`src/rtl/sm_to_twos_serial_if.sv`:
```
// Handshake bundle for the serial sign-magnitude to two's complement unit.
// master drives start/inp; slave returns out/busy/valid.
interface sm_to_twos_serial_if #(
  parameter int WIDTH = 4
);
  logic             start;
  logic [WIDTH-1:0] inp;
  logic [WIDTH-1:0] out;
  logic             busy;
  logic             valid;

  modport master (
    output start,
    output inp,
    input  out,
    input  busy,
    input  valid
  );

  modport slave (
    input  start,
    input  inp,
    output out,
    output busy,
    output valid
  );
endinterface

```
`src/rtl/sm_to_twos_serial.sv`:
```
// Bit-serial sign-magnitude to two's complement converter, LSB first.
// Ports: clk, reset (sync, active-high), bus (start/inp in; out/busy/valid out).
module sm_to_twos_serial #(
  parameter int WIDTH = 4
) (
  input  logic                 clk,
  input  logic                 reset,
  sm_to_twos_serial_if.slave   bus
);
  localparam int CW = $clog2(WIDTH);
  localparam logic [CW-1:0] LAST = CW'(WIDTH - 1);

  typedef enum logic [1:0] {
    IDLE,
    SHIFT,
    DONE
  } state_t;

  state_t           state_q, state_d;
  logic [WIDTH-1:0] op_q, op_d;
  logic [WIDTH-1:0] res_q, res_d;
  logic [WIDTH-1:0] out_q, out_d;
  logic [CW-1:0]    cnt_q, cnt_d;
  logic             sign_q, sign_d;
  logic             seen_q, seen_d;
  logic             bit_in;
  logic             res_bit;

  // Operand is held magnitude-only with a zero top bit, so the bit
  // processed at index WIDTH-1 is always 0 without a special case.
  assign bit_in  = op_q[0];
  assign res_bit = (sign_q & seen_q) ? ~bit_in : bit_in;

  always_comb begin
    state_d = state_q;
    op_d    = op_q;
    res_d   = res_q;
    out_d   = out_q;
    cnt_d   = cnt_q;
    sign_d  = sign_q;
    seen_d  = seen_q;
    unique case (state_q)
      IDLE, DONE: begin
        state_d = IDLE;
        if (bus.start) begin
          op_d    = {1'b0, bus.inp[WIDTH-2:0]};
          sign_d  = bus.inp[WIDTH-1];
          cnt_d   = '0;
          seen_d  = 1'b0;
          res_d   = '0;
          state_d = SHIFT;
        end
      end
      SHIFT: begin
        res_d  = {res_bit, res_q[WIDTH-1:1]};
        op_d   = op_q >> 1;
        cnt_d  = cnt_q + CW'(1);
        seen_d = seen_q | bit_in;
        if (cnt_q == LAST) begin
          out_d   = res_d;
          state_d = DONE;
        end
      end
      default: state_d = IDLE;
    endcase
  end

  always_ff @(posedge clk) begin
    if (reset) begin
      state_q <= IDLE;
      op_q    <= '0;
      res_q   <= '0;
      out_q   <= '0;
      cnt_q   <= '0;
      sign_q  <= 1'b0;
      seen_q  <= 1'b0;
    end else begin
      state_q <= state_d;
      op_q    <= op_d;
      res_q   <= res_d;
      out_q   <= out_d;
      cnt_q   <= cnt_d;
      sign_q  <= sign_d;
      seen_q  <= seen_d;
    end
  end

  assign bus.out   = out_q;
  assign bus.valid = (state_q == DONE);
  assign bus.busy  = (state_q == SHIFT);
endmodule

```
`src/flat_wrapper.sv`:
```
// flat-port wrapper written by rule: the top's interface ports become plain ports
module sm_to_twos_serial_flat 
#(
  parameter int WIDTH = 4
)
  (clk, reset, bus_start, bus_inp, bus_out, bus_busy, bus_valid);
  sm_to_twos_serial_if #(.WIDTH(WIDTH)) bus_i ();
  input  logic clk;
  input  logic reset;
  input wire logic [$bits(bus_i.start)-1:0] bus_start;
  input wire logic [$bits(bus_i.inp)-1:0] bus_inp;
  output wire logic [$bits(bus_i.out)-1:0] bus_out;
  output wire logic [$bits(bus_i.busy)-1:0] bus_busy;
  output wire logic [$bits(bus_i.valid)-1:0] bus_valid;
  assign bus_i.start = bus_start;
  assign bus_i.inp = bus_inp;
  assign bus_out = bus_i.out;
  assign bus_busy = bus_i.busy;
  assign bus_valid = bus_i.valid;
  sm_to_twos_serial #(.WIDTH(WIDTH)) u_core (.clk(clk), .reset(reset), .bus(bus_i));
endmodule
```
`config.mk`:
```
export PLATFORM = sky130hd
export DESIGN_NAME = sm_to_twos_serial_flat
export DESIGN_NICKNAME = d
export VERILOG_FILES = /design/src/rtl/sm_to_twos_serial_if.sv /design/src/rtl/sm_to_twos_serial.sv /design/src/flat_wrapper.sv
export SDC_FILE = /design/constraint.sdc
export NUM_CORES = 1
export LEC_CHECK = 0
export CAP_MARGIN = 20
export CORE_ASPECT_RATIO = 0.9
export CORE_UTILIZATION = 45
export CTS_CLUSTER_DIAMETER = 120
export DETAILED_ROUTE_END_ITERATION = 16
export GPL_ROUTABILITY_DRIVEN = 1
export PLACE_DENSITY = 0.8
export SLEW_MARGIN = 20
export SYNTH_ARGS = -nofsm -noshare
export SYNTH_HDL_FRONTEND = slang
export SYNTH_SLANG_ARGS = --single-unit
```
`constraint.sdc`:
```
create_clock -name clk -period 1.3 [get_ports clk]
set_input_delay 0.26 -clock clk [delete_from_list [all_inputs] [get_ports clk]]
set_output_delay 0.26 -clock clk [all_outputs]
set_load 0.05 [all_outputs]
```
After elaboration in Yosys (flattened, before gate mapping)
Index checks and enable logic that the tools add are counted.

Flip-flop bits (word level): 18. Bits of input ports: 7. Output and inout bits: 6. Word-level logic and storage cells: 34.

Add/sub/neg operators: 1. Eq/ne operators: 5. Mux-type cells: 12. Bitwise logic cells: 3. Reductions and logical operators: 6.

Operators with widths (number): $pmux 4 s2 (2); $mux 4 (2); $pmux 2 s2 (2); $reduce_and 2->1 (3); $eq 2x2->1 const B (2); $mux 2 (2); $mux 1 (3); $add 2x1->2 const B (1); $eq 2x1->1 const B (1); $logic_not 2->1 (1); $ne 2x1->1 const B (1); $ne 2x2->1 const B (1); $pmux 1 s2 (1); $reduce_bool 2->1 (1); $reduce_or 2->1 (1); $and 1x1->1 (1); $not 1->1 (1); $or 1x1->1 (1).

Logic depth before layout (Yosys ltp)
Depth in word-level cells: 4. Gate-level depth with buffers: 5. Mapped depth without buffers: 4.

Worst setup path before layout
Ideal clock, no wire load.

Path type: reg2reg. Start point: register u_core.state_q[1]. End point: register u_core.out_q[3] (netlist: u_core.bus.out[3]). Library setup time: 0.091 ns. Arrival time: 1.011 ns. Data required time: 1.209 ns. Setup slack: 0.198 ns. Cell stages (with the launch flop): 6. Path buffers: 1. Clock period less this slack: 1.102 ns. Cell sequence: dfxtp_1 nand2b_2 inv_2 buf_6 a21oi_2 a311oi_1.

Longest elaborated chain between the ends: 2.

Ends and longest elaborated chain: from (decl) (RTL line sm_to_twos_serial.sv:19) `state_t state_q, state_d;`; from (signal assigned) (RTL line sm_to_twos_serial.sv:78) `state_q <= state_d;`; $eq 2x1->1; named net bus_busy (RTL line flat_wrapper.sv:13) `output wire logic [$bits(bus_i.busy)-1:0] bus_busy;`; $reduce_and 2->1 (no source line); to (signal assigned) (RTL line sm_to_twos_serial.sv:81) `out_q <= out_d;`; to (decl) (RTL line sm_to_twos_serial.sv:22) `logic [WIDTH-1:0] out_q, out_d;`.

The timed path passes the listed nets, and every way through them passes these cells. A chain may end at the register's enable or synchronous reset.

Worst setup path in the final report
Start point: register u_core.state_q[0]. End point: output bus_valid.

Longest elaborated chain between the ends: 1.

Ends and longest elaborated chain: $eq 2x2->1 (RTL line sm_to_twos_serial.sv:89) `assign bus.valid = (state_q == DONE);`; to (decl) (RTL line flat_wrapper.sv:14) `output wire logic [$bits(bus_i.valid)-1:0] bus_valid;`.

Every way passes these cells.

==> results.md <==
| Step | Quantity | This run |
|:---|:---|:---|
| detailed routing | DRC violation total after the first TritonRoute iteration | 5 |
| worst setup path | Worst-path maximum fanout | 5 |
| global routing | Combined global-route utilization of all metal layers | 18.0% |
| worst setup path | CP Class | reg -> out |
| power | Clk pwr share | 28.3% |
| place | Placement-stage worst setup slack | -0.0571 ns |
| global routing | Wire length of the first global-routing pass | 2030 um |
| synth | Library cell with the highest instance count after synthesis | sky130_fd_sc_hd__dfxtp_1 |
| timing | Clock skew after layout | 0.00478 ns |
| clocking | Clock tree root buffer cell | sky130_fd_sc_hd__clkbuf_4 |
| power | Power Dens Cells | 1030 mW/mm^2 |
| timing | Ratio of final minimum period to clock period | 100% |
| job | Number of maximum-capacitance constraint violations | 0 |
| final layout | Fraction of final layout cells with drive strength greater than 1 | 26.4% |
| final layout | Count of filler cells inserted in the layout | 106 |
| synth | Seq/Total Area, Yosys | 48.1% |
| final layout | Area of all sequential standard cells | 324 sq um |
| synth | Post-synthesis instance area | 666 sq um |
| detailed routing | Total iterations of the first detailed-routing run | 4 |
| worst hold path | Hold crit path type | reg -> reg |
| worst setup path | Reg-to-Reg Start | u_core.state_q[1]$_SDFFE_PP0P_ |
| global routing | Number of antenna violations at the first check in global routing | 0 |
| floorplan | DIE WIDTH | 42.5 um |
| timing | Slew HR | 80.7% |
| floorplan | Cell row count | 12 |
| detailed routing | WL/cell | 11.9 um |
| place | RD Place Congestion | 0.756 |
| clocking | Number of buffers inserted during clock tree synthesis | 3 |
| final layout | Area growth syn-to-layout | 35.9% |
| clocking | Post-CTS Hold Fix Bufs | 0 |
| global routing | Vias in the first global route | 460 |
| synth | Post-synth top cells | sky130_fd_sc_hd__dfxtp_1 (16), sky130_fd_sc_hd__a21oi_1 (8), sky130_fd_sc_hd__nand3_1 (8) |
| power | IR drop worst, VDD | 0.686 mV |
| timing | Maximum frequency from static timing analysis | 769 MHz |
| worst hold path | Number of stages on the worst hold path | 2 |
| synth | Average cell area after synthesis | 9.51 sq um |
| final layout | Total area of multi-input combinational cells | 302 sq um |
| worst setup path | Worst path arrival time | 1.04 ns |
| clocking | Level count of the clock H-tree | 1 |
| worst setup path | Required time of the worst setup path | 1.04 ns |
| detailed routing | DRC violations left | 0 |
| synth | Async SR Flop Fraction | 0% |
| timing | Number of hold-slack violations in the final timing report | 0 |
| floorplan | Number of primary I/O pins | 13 |
| clocking | Sinks on the clock net | 16 |
| detailed routing | Count of vias placed by the detailed router | 532 |
| synth | Number of enable-type register cells in the synthesized netlist | 0 |
| detailed routing | Overall routed net length | 1200 um |
| timing | RSZ-0062 raised after global routing | yes |
| synth | Largest area contributor in the synthesized netlist | sky130_fd_sc_hd__dfxtp_1 |
| worst setup path | Kind of start point of the critical path | register |
| synth | Yosys warns | 0 |
| floorplan | Area enclosed by the die boundary | 0.00164 sq mm |
| worst setup path | Crit path capture type | primary output |
| floorplan | Area of the placeable core | 0.00131 sq mm |
| power | Net load switching power | 240 uW |
| final layout | Final nets | 97 |
| timing | Post-route worst hold slack | 0.468 ns |
| floorplan | Overall die height | 38.5 um |
| floorplan | Initial Util | 51.0% |
| worst setup path | Endpoint of the worst register-to-register path | u_core.bus.out[3]$_SDFFE_PP0P_ |
| place | Total instance count after detailed placement | 97 |
| timing | Setup-failing EPs final | 0 |
| global routing | Total grt overflow | 0 |
| synth | Synthesized netlist cell count | 70 |
| synth | Share of the synthesized area in the top cell type | 48.1% |
| worst setup path | Worst R2R Path Depth | 5 |
| detailed routing | Final antenna-violating net count | 0 |
| synth | Most area-consuming cells after synthesis | sky130_fd_sc_hd__dfxtp_1 (48%), sky130_fd_sc_hd__a21oi_1 (6.0%), sky130_fd_sc_hd__nand3_1 (6.0%) |
| power | Int Power | 692 uW |
| power | Combinational power share | 15.7% |
| worst hold path | Worst Hold Endpoint | u_core.bus.out[0]$_SDFFE_PP0P_ |
| power | Total chip power | 932 uW |
| timing | Worst Setup Slack, final | 0.000311 ns |
| synth | Flip-flop and latch count after synthesis | 16 |
| power | Standby leakage power | 0.350 nW |
| power | Net Sw Frac | 25.8% |
| place | Count of buffers inserted at the top-level ports | 12 |
| clocking | TritonCTS clock tree | done |
| power | Sequential Power Share | 56.0% |
| synth | Most used flip-flop cell after synthesis | sky130_fd_sc_hd__dfxtp_1 |
| final layout | Number of antenna repair diodes | 0 |
| synth | Net count after synthesis | 78 |
| worst hold path | Launch instance of the worst min-delay path | u_core.res_q[1]$_SDFFE_PP0P_ |
| clocking | Register clock-pin slew on the reported worst setup and hold paths | 0.09 ns |
| global routing | Maximum number of pins on one net before global-route repair | 13 |
| place | HPWL after detailed placement | 847 um |
| timing | Final Max Tran Viols | 0 |
| clocking | Clock Path Buffers | 2 |
| status | Status | completed |
| detailed routing | Average vias per placed instance | 5.27 |
| final layout | Cell Count, Final, Fillers Out | 101 |
| timing | Post-layout minimum cycle time | 1.30 ns |
| synth | Distinct cell type count after synthesis | 26 |
| clocking | Source-to-sink clock delay at the later pin of the worst-skew pair | 0.29 ns |
| worst setup path | Flop-to-flop setup slack | 0.13 ns |
| timing | Transition at the pin with the smallest max-transition slack | 0.289 ns |
==> final cells by class <==
class                   instances  area share [%]
well taps                      14            1.94
inverters                       1           0.692
flip-flops and latches         16            35.8
repair buffers                 19            25.7
clock buffers                   3            2.49
multi-input cells              48            33.3
==> power by group through the flow <==
stage / Sequential (mW) / Clock [mW] / Combinational (mW)
final: 0.522 / 0.264 / 0.147
after global placement: 0.533 / 0 / 0.138
after global routing: 0.526 / 0.286 / 0.161
after floorplan: 0.531 / 0 / 0.0957
after CTS: 0.523 / 0.278 / 0.148
after detailed placement: 0.534 / 0 / 0.141
==> timing repair <==
| item | 4_1_cts | 5_1_grt |
|---|---|---|
| gates cloned | 0 | 0 |
| endpoints found under the hold margin | 0 | 0 |
| gates resized for setup | 2 | 1 |
| buffers inserted | 1 | 0 |
| endpoints found under the setup margin | 2 | 2 |
==> logic make-up (layout without fill, tap and decap cells) <==
kind of cell | Yosys count | count (layout) | synth area share, %
flops | 16 | 16 | 48.1
buf+inv | 6 | 23 | 6.58
xor+xnor | 1 | 1 | 1.32
compound gates | 15 | 15 | 15.0
mux | 3 | 3 | 4.51
simple gates | 28 | 28 | 22.6
fa+ha+maj | 1 | 1 | 1.88
==> per-layer routing <==
layer | vias up | wire length, um | global-route usage, %
li1 | 278 | - | -
met5 | - | 0 | 0
met1 | 233 | 549 | 19.4
met4 | 0 | 29 | 11.7
met2 | 16 | 553 | 30.0
met3 | 5 | 67 | 7.08
==> worst max-delay path, stage by stage (launching register included) <==
cell and delay (ns):
sky130_fd_sc_hd__dfxtp_4 0.37, sky130_fd_sc_hd__and2b_2 0.23, sky130_fd_sc_hd__buf_12 0.15
==> registers in the layout, indices dropped and copies added, names as in the netlist <==
signal          count
u_core.op_q         3
u_core.sign_q       1
u_core.res_q        3
u_core.cnt_q        2
u_core.seen_q       1
u_core.state_q      2
u_core.bus.out      4
==> through the flow <==
step                utilization (%)  cell area [sq um]  TNS, ns
finish                         69.3                905        0
global route                   69.3                905  -0.0623
CTS                            69.1                902  -0.0208
detailed placement             66.5                868   -0.173
global placement               66.5                868  -0.0279
floorplan                         -                666        0
==> worst max path at each step <==
stage                                              start                        endpoint  depth (start not counted)
after floorplan           u_core.state_q[1]$_SDFFE_PP0P_  u_core.bus.out[3]$_SDFFE_PP0P_                          5
after global placement                         bus_start     u_core.op_q[0]$_SDFFE_PP0P_                          4
after detailed placement                       bus_start     u_core.op_q[0]$_SDFFE_PP0P_                          4
after CTS                 u_core.state_q[0]$_SDFFE_PP0P_                       bus_valid                          2
after global routing      u_core.state_q[0]$_SDFFE_PP0P_                       bus_valid                          2
final                     u_core.state_q[0]$_SDFFE_PP0P_                       bus_valid                          2
==> cell usage in the layout, fill, tap and decap left out, drive strengths merged <==
cell	netlist	layout
a211oi	2	2
nor2	6	6
nand2b	3	3
nand3	8	8
xor2	1	1
and2b	1	1
dfxtp	16	16
a21oi	9	9
ha	1	1
a311oi	1	1
o31ai	1	1
nand2	7	7
nand4b	1	1
buf	4	13
clkdlybuf4s50	0	6
o21a	1	1
inv	1	1
a22oi	1	1
mux2i	3	3
clkbuf	1	3
nand3b	2	2
Note: power is estimated with default switching activity, not from simulation.
==> RTL edit (same flow settings) <==
`WIDTH` is set to 4 in 3 places; all go to 16.
--- a/src/rtl/sm_to_twos_serial_if.sv
+++ b/src/rtl/sm_to_twos_serial_if.sv
@@ -1,7 +1,7 @@
 // Handshake bundle for the serial sign-magnitude to two's complement unit.
 // master drives start/inp; slave returns out/busy/valid.
 interface sm_to_twos_serial_if #(
-  parameter int WIDTH = 4
+  parameter int WIDTH = 16
 );
   logic             start;
   logic [WIDTH-1:0] inp;
--- a/src/rtl/sm_to_twos_serial.sv
+++ b/src/rtl/sm_to_twos_serial.sv
@@ -1,7 +1,7 @@
 // Bit-serial sign-magnitude to two's complement converter, LSB first.
 // Ports: clk, reset (sync, active-high), bus (start/inp in; out/busy/valid out).
 module sm_to_twos_serial #(
-  parameter int WIDTH = 4
+  parameter int WIDTH = 16
 ) (
   input  logic                 clk,
   input  logic                 reset,
--- a/src/flat_wrapper.sv
+++ b/src/flat_wrapper.sv
@@ -1,7 +1,7 @@
 // flat-port wrapper written by rule: the top's interface ports become plain ports
 module sm_to_twos_serial_flat 
 #(
-  parameter int WIDTH = 4
+  parameter int WIDTH = 16
 )
   (clk, reset, bus_start, bus_inp, bus_out, bus_busy, bus_valid);
   sm_to_twos_serial_if #(.WIDTH(WIDTH)) bus_i ();
Interface: changed (resized bus_inp and bus_out); port bits go from 13 to 37. No check against the original RTL was run, so the function may have changed too.
==> RTL edit against the original RTL <==
- the run now ends with negative setup slack left
- die area grew to 3.0 times the old value
- global-route usage grew 5.2 points
- design area grew to 3.3 times the old value
- synthesized cell count grew to 3.0 times the old value
- area after synthesis grew to 3.1 times the old value
- total power grew to 3.5 times the old value
- sequential cell count grew 38
- non-clock buffer count grew 46
- wire length grew to 4.2 times the old value
- worst setup slack lost 0.0089 ns
==> RTL edit: results (changes against the original RTL) <==
stage	metric	value	unit	change
clock_network	clk_latency	0.31	ns	was 0.29 ns
clock_network	cts.repair.resized	11		was 2
synth	synthesis.nets	233		was 78
clock_network	htreeDepth	2		was 1
final_layout	finalNetCount	285		was 97
critical_path	crit-reg2reg-launch	u_core.state_q[1]$_SDFFE_PP0P_		unchanged
sta	fin_skew	0.00179	ns	was 0.00478 ns
global_route	grt_pass1_vias	1676		was 460
sta	layout_setup_ws	-0.00860	ns	was 0.000311 ns
power_and_ir_drop	ir_drop	724	µV	was 686 µV
route	drt_first_pass_iters	5		was 4
placement	dp_hpwl	3.05	mm	was 847 µm
global_route	grt_pass1_wl	8.47	mm	was 2.03 mm
clock_network	ctsLongestPathBuffers	2		unchanged
synth	synthTopCellsByCount	54 x dfxtp_1, 35 x a21oi_1, 32 x nand3_1		was 16 x dfxtp_1, 8 x a21oi_1, 8 x nand3_1
placement	place_area	2720	µm²	was 868 µm²
placement	gp_congestion	0.787		was 0.756
route	top_layer	met4		unchanged
route	drtIter0Drc	154		was 5
route	viasPerCell	5.57		was 5.27
critical_path	crit_arrival	1.05	ns	
final_layout	antenna_cells	0		unchanged
critical_path	reg2reg_setup_slack	0	ns	was 0.13 ns
critical_path	crit_end	bus_busy		was bus_valid
critical_path	timing.rr.end	u_core.bus.out[3]$_SDFFE_PP0P_		unchanged
min_path	hp-class	reg -> reg		unchanged
global_route	grt_use_total	0.232		was 0.180
synth	ys_top_cells_by_area	dfxtp_1 53%, a21oi_1 8.5%, nand3_1 7.8%		was dfxtp_1 48%, a21oi_1 6.0%, nand3_1 6.0%
route	met3_length	260	µm	was 67 µm
route	wl_met2	2.38	mm	was 553 µm
clock_network	postCtsSetupRepairBufs	6		was 1
critical_path	reg2reg_depth	5		unchanged
synth	synth_cell_types	31		was 26
global_route	antenna_found_initial	0		unchanged
status	status	complete, but fails checks		was complete, no violations
critical_path	worstPathMaxFanout	7		was 5
power_and_ir_drop	fin_total_pwr	3.25	mW	was 0.932 mW
placement	numPortBuffers	36		was 12
route	wirelength_met1	2.27	mm	was 549 µm
synth	yosys_warnings	0		unchanged
sta	holdWs	0.469	ns	was 0.468 ns
final_layout	drive_above_1_share	0.264		about the same
global_route	use_met2	0.350		was 0.300
clock_network	numCtsBuffers	5		was 3
sta	finalSetupViolCount	3		was 0
global_route	use_met1	0.318		was 0.194
clock_network	cts_root_buf	clkbuf_8		was clkbuf_4
status	violations	negative setup slack		
final_layout	largest_register_ffs	16		was 4
synth	synth-async-reset-ratio	0		unchanged
global_route	grtUsageMet3	0.0595		was 0.0708
sta	max_slew_margin	0.799		was 0.807
global_route	grt_max_degree	20		was 13
power_and_ir_drop	pg_comb	0.389	mW	was 0.147 mW
route	drt-total-wl	4.98	mm	was 1.20 mm
power_and_ir_drop	power_leakage	1.12	nW	was 0.350 nW
power_and_ir_drop	switching_share	0.232		was 0.258
power_and_ir_drop	p_clk	1.14	mW	was 0.264 mW
synth	ys_seq_area_frac	0.527		was 0.481
[RTL edit: area by class of cell]
cell class,instances,area (µm²)
clock buffer,6,82.6
sequential,54,1090
inverter,2,10.0
timing repair buffer,65,820
multi-input combinational,137,882
tap,60,75.1
clock inverter,1,30.0
fill,275,1220
[RTL edit: critical path: stages (launching register included)]
cell and delay [ns]:
dfxtp_2 0.32, nand2b_4 0.15, inv_4 0.12, buf_12 0.15
[RTL edit: kinds of logic (layout without fill, tap and decap cells)]
logic type | Yosys count | after routing | synth area share
mux | 2 | 2 | 0.0146
fa+ha+maj | 1 | 1 | 0.00610
compound gates | 68 | 68 | 0.215
xor+xnor | 2 | 2 | 0.00854
simple gates | 64 | 64 | 0.161
buf+inv | 22 | 74 | 0.0677
flops | 54 | 54 | 0.527
[RTL edit: through the flow]
stage | setup TNS [ns] | instances | setup slack [ns]
after floorplan | 0 | 213 | 0.00989
after global placement | -5.82 | 311 | -0.167
after detailed placement | -6.80 | 311 | -0.225
after CTS | -0.00978 | 325 | -0.00978
after global routing | -0.278 | 325 | -0.0453
final | -0.0119 | 325 | -0.00860
[RTL edit: how the worst min path moves through the flow]
stage | start | to | cells past startpoint
after floorplan | bus_inp[15] | u_core.sign_q$_SDFFE_PP0P_ | 2
after global placement | u_core.sign_q$_SDFFE_PP0P_ | u_core.sign_q$_SDFFE_PP0P_ | 2
after detailed placement | u_core.sign_q$_SDFFE_PP0P_ | u_core.sign_q$_SDFFE_PP0P_ | 2
after global routing | u_core.sign_q$_SDFFE_PP0P_ | u_core.sign_q$_SDFFE_PP0P_ | 2
after CTS | u_core.sign_q$_SDFFE_PP0P_ | u_core.sign_q$_SDFFE_PP0P_ | 2
final | u_core.sign_q$_SDFFE_PP0P_ | u_core.sign_q$_SDFFE_PP0P_ | 2
